[config.mk]
export PLATFORM = sky130hd
export DESIGN_NAME = irq_sequencer_flat
export DESIGN_NICKNAME = d
export VERILOG_FILES = /design/src/rtl/irq_sequencer_if.sv /design/src/rtl/irq_sequencer.sv /design/src/flat_wrapper.sv
export SDC_FILE = /design/constraint.sdc
export NUM_CORES = 1
export LEC_CHECK = 0
export BUFFER_PORTS_ARGS = -buffer_cell sky130_fd_sc_hd__buf_2
export CORE_AREA = 2 2 68 70
export DETAILED_ROUTE_END_ITERATION = 10
export DIE_AREA = 0 0 70 72
export PLACE_DENSITY_LB_ADDON = 0.2
export SETUP_SLACK_MARGIN = 0.15
export SYNTH_ARGS = -nofsm -noshare
export SYNTH_HDL_FRONTEND = slang
export SYNTH_SLANG_ARGS = --single-unit
[constraint.sdc]
create_clock -name clk -period 3.1 [get_ports clk]
set_clock_uncertainty 0.2 [all_clocks]
set_input_delay 0.62 -clock clk [delete_from_list [all_inputs] [get_ports clk]]
set_output_delay 0.62 -clock clk [all_outputs]
set_load 0.01 [all_outputs]
[src/rtl/irq_sequencer_if.sv]
// Signal bundle between the CPU pipeline/peripherals and the interrupt sequencer.
// The CPU side is the master and the sequencer is the slave.
interface irq_sequencer_if #(
  parameter int NUM_SRC = 4
);
  // Peripheral side
  logic [NUM_SRC-1:0] irq_in;
  logic [NUM_SRC-1:0] irq_en;
  logic [NUM_SRC-1:0] pending;

  // Pipeline side (ID stage view)
  logic [31:0]        pc_id;
  logic               id_valid;
  logic               id_is_branch;
  logic               stall;
  logic               kernel_mode;
  logic               eret_id;

  // Take handshake: irq_take is a single-cycle strobe with no back-pressure.
  // Control must redirect the PC in that same cycle; flush_id mirrors it.
  logic               irq_take;
  logic               flush_id;
  logic [31:0]        epc;
  logic [2:0]         irq_cause;
  logic               busy;

  // Sequencer FSM state, exposed for debug and checkers
  logic [1:0]         state_dbg;

  modport master (
    output irq_in, irq_en, pc_id, id_valid, id_is_branch, stall, kernel_mode, eret_id,
    input  pending, irq_take, flush_id, epc, irq_cause, busy, state_dbg
  );

  modport slave (
    input  irq_in, irq_en, pc_id, id_valid, id_is_branch, stall, kernel_mode, eret_id,
    output pending, irq_take, flush_id, epc, irq_cause, busy, state_dbg
  );
endinterface

[src/rtl/irq_sequencer.sv]
// Interrupt sequencer: synchronises and latches peripheral requests, waits for a safe
// non-branch ID slot, then takes the interrupt (flush IF/ID, save EPC) and blocks nesting until ERET.
module irq_sequencer #(
  parameter int NUM_SRC     = 4,
  parameter int SYNC_STAGES = 2
) (
  input  logic           clk,
  input  logic           reset,
  irq_sequencer_if.slave bus
);

  typedef enum logic [1:0] {
    IDLE    = 2'd0,
    ARM     = 2'd1,
    HANDLER = 2'd2
  } state_t;

  state_t state_q;
  state_t state_d;

  logic [SYNC_STAGES-1:0][NUM_SRC-1:0] sync_q;
  logic [NUM_SRC-1:0] s;
  logic [NUM_SRC-1:0] s_d;
  logic [NUM_SRC-1:0] rise;
  logic [NUM_SRC-1:0] pending_q;
  logic [NUM_SRC-1:0] active;
  logic [NUM_SRC-1:0] clr;
  logic [2:0]         sel;
  logic               req;
  logic               ok;
  logic               take;
  logic [31:0]        epc_q;
  logic [2:0]         cause_q;

  // Synchroniser chain plus one extra flop for edge detection
  always_ff @(posedge clk or posedge reset) begin
    if (reset) begin
      sync_q <= '0;
      s_d    <= '0;
    end else begin
      sync_q <= {sync_q[SYNC_STAGES-2:0], bus.irq_in};
      s_d    <= s;
    end
  end

  assign s    = sync_q[SYNC_STAGES-1];
  assign rise = s & ~s_d;

  assign active = pending_q & bus.irq_en;
  assign req    = |active;

  // Descending scan so the lowest active index is the one left in sel
  always_comb begin
    sel = '0;
    for (int i = NUM_SRC - 1; i >= 0; i--) begin
      if (active[i]) sel = 3'(i);
    end
  end

  assign ok   = bus.id_valid & ~bus.id_is_branch & ~bus.stall & ~bus.kernel_mode;
  assign take = (state_q == ARM) & ok & req;

  always_comb begin
    clr = '0;
    if (take) clr = NUM_SRC'(1) << sel;
  end

  // A rise arriving in the take cycle re-sets the bit being cleared
  always_ff @(posedge clk or posedge reset) begin
    if (reset) begin
      pending_q <= '0;
    end else begin
      pending_q <= (pending_q & ~clr) | rise;
    end
  end

  always_ff @(posedge clk or posedge reset) begin
    if (reset) begin
      epc_q   <= '0;
      cause_q <= '0;
    end else if (take) begin
      epc_q   <= bus.pc_id;
      cause_q <= sel;
    end
  end

  always_ff @(posedge clk or posedge reset) begin
    if (reset) state_q <= IDLE;
    else       state_q <= state_d;
  end

  always_comb begin
    state_d = state_q;
    case (state_q)
      IDLE: begin
        if (req && !bus.kernel_mode) state_d = ARM;
      end
      ARM: begin
        if (!req)    state_d = IDLE;
        else if (ok) state_d = HANDLER;
      end
      HANDLER: begin
        // Returning through IDLE guarantees one free cycle between handlers
        if (bus.eret_id && !bus.stall) state_d = IDLE;
      end
      default: state_d = IDLE;
    endcase
  end

  assign bus.irq_take  = take;
  assign bus.flush_id  = take;
  assign bus.epc       = epc_q;
  assign bus.irq_cause = cause_q;
  assign bus.busy      = (state_q == HANDLER);
  assign bus.pending   = pending_q;
  assign bus.state_dbg = state_q;

endmodule

[src/flat_wrapper.sv]
// flat-port wrapper written by rule: the top's interface ports become plain ports
module irq_sequencer_flat 
#(
  parameter int NUM_SRC     = 4,
  parameter int SYNC_STAGES = 2
)
  (clk, reset, bus_irq_in, bus_irq_en, bus_pc_id, bus_id_valid, bus_id_is_branch, bus_stall, bus_kernel_mode, bus_eret_id, bus_pending, bus_irq_take, bus_flush_id, bus_epc, bus_irq_cause, bus_busy, bus_state_dbg);
  irq_sequencer_if #(.NUM_SRC(NUM_SRC)) bus_i ();
  input  logic clk;
  input  logic reset;
  input wire logic [$bits(bus_i.irq_in)-1:0] bus_irq_in;
  input wire logic [$bits(bus_i.irq_en)-1:0] bus_irq_en;
  input wire logic [$bits(bus_i.pc_id)-1:0] bus_pc_id;
  input wire logic [$bits(bus_i.id_valid)-1:0] bus_id_valid;
  input wire logic [$bits(bus_i.id_is_branch)-1:0] bus_id_is_branch;
  input wire logic [$bits(bus_i.stall)-1:0] bus_stall;
  input wire logic [$bits(bus_i.kernel_mode)-1:0] bus_kernel_mode;
  input wire logic [$bits(bus_i.eret_id)-1:0] bus_eret_id;
  output wire logic [$bits(bus_i.pending)-1:0] bus_pending;
  output wire logic [$bits(bus_i.irq_take)-1:0] bus_irq_take;
  output wire logic [$bits(bus_i.flush_id)-1:0] bus_flush_id;
  output wire logic [$bits(bus_i.epc)-1:0] bus_epc;
  output wire logic [$bits(bus_i.irq_cause)-1:0] bus_irq_cause;
  output wire logic [$bits(bus_i.busy)-1:0] bus_busy;
  output wire logic [$bits(bus_i.state_dbg)-1:0] bus_state_dbg;
  assign bus_i.irq_in = bus_irq_in;
  assign bus_i.irq_en = bus_irq_en;
  assign bus_i.pc_id = bus_pc_id;
  assign bus_i.id_valid = bus_id_valid;
  assign bus_i.id_is_branch = bus_id_is_branch;
  assign bus_i.stall = bus_stall;
  assign bus_i.kernel_mode = bus_kernel_mode;
  assign bus_i.eret_id = bus_eret_id;
  assign bus_pending = bus_i.pending;
  assign bus_irq_take = bus_i.irq_take;
  assign bus_flush_id = bus_i.flush_id;
  assign bus_epc = bus_i.epc;
  assign bus_irq_cause = bus_i.irq_cause;
  assign bus_busy = bus_i.busy;
  assign bus_state_dbg = bus_i.state_dbg;
  irq_sequencer #(.NUM_SRC(NUM_SRC), .SYNC_STAGES(SYNC_STAGES)) u_core (.clk(clk), .reset(reset), .bus(bus_i));
endmodule
=== Yosys cells after proc, flatten, opt, wreduce, memory -nomap -nowiden ===
Index checks and enable logic that the tools add are counted.

* Register bits: 53
* Output and inout port bits: 44

* Equality and inequality tests: 5
* Shift-type cells: 1
* Multiplexer cells: 10
* Bitwise gates (word level): 14
* Reduce and logical (&&, ||, !) cells: 7

{| class="wikitable"
|+ Operators with widths
! operator !! number
|-
| $mux W2 || 8
|-
| $and A4 B4 Y4 || 3
|-
| $not A4 Y4 || 2
|-
| $pmux W2 S3 || 1
|-
| $and A1 B1 Y1 || 5
|-
| $mux W4 || 1
|-
| $ne A2 B1 Y1 const B || 2
|-
| $or A4 B4 Y4 || 1
|-
| $reduce_or A4 Y1 || 1
|-
| $shl A1 B2 Y4 const A || 1
|-
| $ne A3 B3 Y1 const B || 1
|-
| $not A1 Y1 || 3
|-
| $reduce_and A3 Y1 || 1
|-
| $eq A2 B1 Y1 const B || 1
|-
| $eq A2 B2 Y1 const B || 1
|-
| $logic_and A1 B1 Y1 || 2
|-
| $logic_not A1 Y1 || 2
|-
| $logic_not A2 Y1 || 1
|}

=== Depth between registers and ports, before layout ===
* Word-level depth: 10
* Mapped depth: 5
* Gate-level depth less buffers: 4

=== Worst setup path before layout ===
No wires, ideal clock.

* Path type: in2out
* From: input port bus_id_is_branch
* To: output port bus_irq_take
* Arrival time: 1.561 ns
* Slack: 0.719 ns
* Stages on the path: 5
* Buffers on the path: 2
* Path through: nor4b_4 nand2_4 nor2_8 buf_12 buf_4

* Longest elaborated chain between the ends: 6

{| class="wikitable"
|+ RTL lines
! item !! line !! text
|-
| from (decl) || flat_wrapper.sv:15 || <nowiki>input wire logic [$bits(bus_i.id_is_branch)-1:0] bus_id_is_branch;</nowiki>
|-
| $not A1 Y1 || irq_sequencer.sv:60 || <nowiki>assign ok = bus.id_valid & ~bus.id_is_branch & ~bus.stall & ~bus.kernel_mode;</nowiki>
|-
| $and A1 B1 Y1 (3 in series) || irq_sequencer.sv:60 ||
|-
| $and A1 B1 Y1 (2 in series) || irq_sequencer.sv:61 || <nowiki>assign take = (state_q == ARM) & ok & req;</nowiki>
|-
| to (decl) || flat_wrapper.sv:20 || <nowiki>output wire logic [$bits(bus_i.irq_take)-1:0] bus_irq_take;</nowiki>
|}

No other way between the ends.

=== Final worst setup path ===
Ends and elaborated chain as after synthesis.

==> reports/metrics.yaml <==
outcome:
  outcome: "complete, no violations"
logic_synthesis:
  synth-warning-count: 0
  synthTopCellsByCount: "52 x dfrtp_1, 27 x mux2_4, 6 x inv_1, 6 x mux2_2"
  synth.largest_area_cell: "dfrtp_1"
  synth-edff-count: 0
  yosys.area.top_type_share: 0.6168
  async_flop_share: 1.000
  syn_nets: 172
  avgSynthCellArea_um2: 16.88
  synthFlopType: "dfrtp_1"
  synthMostInstantiatedCell: "dfrtp_1"
  synth-seq-area-share: 0.6168
  yosysUniqueCellTypes: 29
  synth.area.top_cells: "dfrtp_1 62%, mux2_4 19%, mux2_2 3.2%"
  ys_seq_elements: 52
  netlist_area_mm2: 0.002110
  synth_cells: 125
floorplanning:
  die_height_um: 72
  coreArea_mm2: 0.004264
  start_util: 0.4947
  dieWidth_um: 70
  dieArea_mm2: 0.005040
  rows: 24
  io_pins: 91
cts:
  cts_tree: "done"
  cts_made_buffers: 5
  clkLatencyLatePin_ps: 300
  root_buffer: "clkbuf_8"
  postCtsResizedCells: 0
  cts.path.max_buffers: 2
  h-tree-depth: 2
  hold_buffers: 0
  cts_setup_buffers: 0
  cts.sinks: 52
  clk_pin_slew_ps: 80
sta:
  finalCritPeriodShare: 0.7658
  period_minus_slack_ps: 2374
  rsz0062_at_grt: "no"
  tns_ps: 0
  slew_viol_final: 0
  finalHoldViolations: 0
  setup_violations: 0
  worst_pin_slew_ps: 1058
  max_freq_mhz: 421.2
  slew_headroom: 0.2939
layout:
  layout-drive-gt1-share: 0.6359
  multi_input_area_um2: 710.7
  regArea_mm2: 0.001301
  area_growth_pct: 27.70
  nets: 264
  n_antenna_cell: 0
  fillCellCount: 352
grt:
  grt_pass1_wl_mm: 7.044
  grt_overflow: 0
  antenna_found_initial: 0
  grt_max_degree: 53
  grt_usage: 0.1781
  grt_pass1_vias: 1488
route:
  dr.pass1.iters: 4
  drc: 0
  vias_per_cell: 5.011
  wl_per_cell_um: 15.39
  drtAntennaViolNets: 0
  vias: 1348
  wl_mm: 4.140
  drt_iter0_markers: 53
worst_setup_path:
  cp.arrival_ps: 1550
  required_ps: 2280
  start_kind: "primary input"
  worstSetupPathType: "in -> out"
  cp_max_fo: 6
  crit_path_end_kind: "primary output"
pwr:
  irDropWorstVdd_mv: 0.3894
  p_per_area_mw_per_mm2: 735.0
  p_total_mw: 1.980
  leakagePower_nw: 1.380
placement:
  gp_congestion: 0.7843
  dp_hpwl_mm: 3.017
  port_buffers: 89
hold_path:
  hold_path_class: "reg -> reg"
flow_run:
  maxCapViolCount: 0
## registers in the layout (all words and copies together), names as in the netlist
| signal | flops |
|---|---|
| u_core.s | 4 |
| u_core.sync_q | 4 |
| u_core.bus.epc | 32 |
| u_core.bus.irq_cause | 2 |
| u_core.s_d | 4 |
| u_core.bus.pending | 4 |
| u_core.bus.state_dbg | 2 |
## cells by family after synthesis
kind of cell,after synthesis,synth area share
simple gates,16,0.06940
flops,52,0.6168
other cells,1,0.001778
buf+inv,11,0.04626
compound gates,12,0.04153
mux,33,0.2242
## cell usage in the layout, fill, tap and decap left out, types with 2 or more instances in the layout
master / instances
dfrtp_1: 52
o21ai_0: 3
inv_1: 5
a22o_1: 3
nor2b_1: 2
nand2_1: 2
mux2_4: 27
bufinv_16: 2
buf_2: 89
clkbuf_8: 5
mux2_2: 6
## critical path, cell delays in order
cell and delay, ps:
buf_2 110, nor4b_4 390, nand2_4 120, nor2_8 150
buf_2 160
## metal layers
layer / part of all wire / GRT usage / vias up
met5: 0 / 0 / -
met4: 0.012 / 0.05128 / 0
met3: 0.071 / 0.05972 / 7
met2: 0.51 / 0.2984 / 55
met1: 0.41 / 0.2230 / 677
li1: - / - / 609
## path summary, 6_finish.rpt
check / from / to / slack, ps / cells past startpoint
setup / recovery: bus_id_is_branch / bus_irq_take / 730 / 5
hold / removal: u_core.sync_q[0]$_DFF_PP0_ / u_core.s[0]$_DFF_PP0_ / 160 / 0
setup reg to reg: u_core.bus.pending[2]$_DFF_PP0_ / u_core.bus.epc[19]$_DFFE_PP0P_ / 1200 / 5
hold reg to reg: u_core.sync_q[0]$_DFF_PP0_ / u_core.s[0]$_DFF_PP0_ / 160 / 0
max in group asynchronous: reset / u_core.sync_q[0]$_DFF_PP0_ / 1670 / 2
min in group asynchronous: reset / u_core.bus.epc[2]$_DFFE_PP0P_ / 380 / 2
## per-stage QoR
| step | hold slack, ps | worst slack [ps] | util | instances | cell area, um^2 |
|---|---|---|---|---|---|
| 2_1_floorplan | 131.2 | 719.4 | - | 125 | 2110 |
| 3_3_place_gp | 135.5 | 759.1 | 0.6015 | 262 | 2565 |
| 3_5_place_dp | 140.5 | 722.7 | 0.6015 | 262 | 2565 |
| 4_1_cts | 160.3 | 721.4 | 0.6317 | 269 | 2694 |
| 5_1_grt | 163.9 | 668.0 | 0.6317 | 269 | 2694 |
| 6_report | 157.0 | 725.9 | 0.6317 | 269 | 2694 |
## power breakdown
group	total (mW)	leakage [nW]	switching [mW]	internal (mW)
Combinational	0.531	0.702	0.224	0.307
Sequential	0.924	0.614	0.0860	0.838
Clock	0.525	0.0642	0.208	0.318
## area by class of cell
type	instances	area share
clock buffers	5	0.02555
clock inverters	2	0.02229
inverters	6	0.008360
multi-input cells	62	0.2638
flip-flops and latches	52	0.4830
well taps	52	0.02415
repair buffers	90	0.1728
Note: power is estimated with default switching activity, not from simulation.
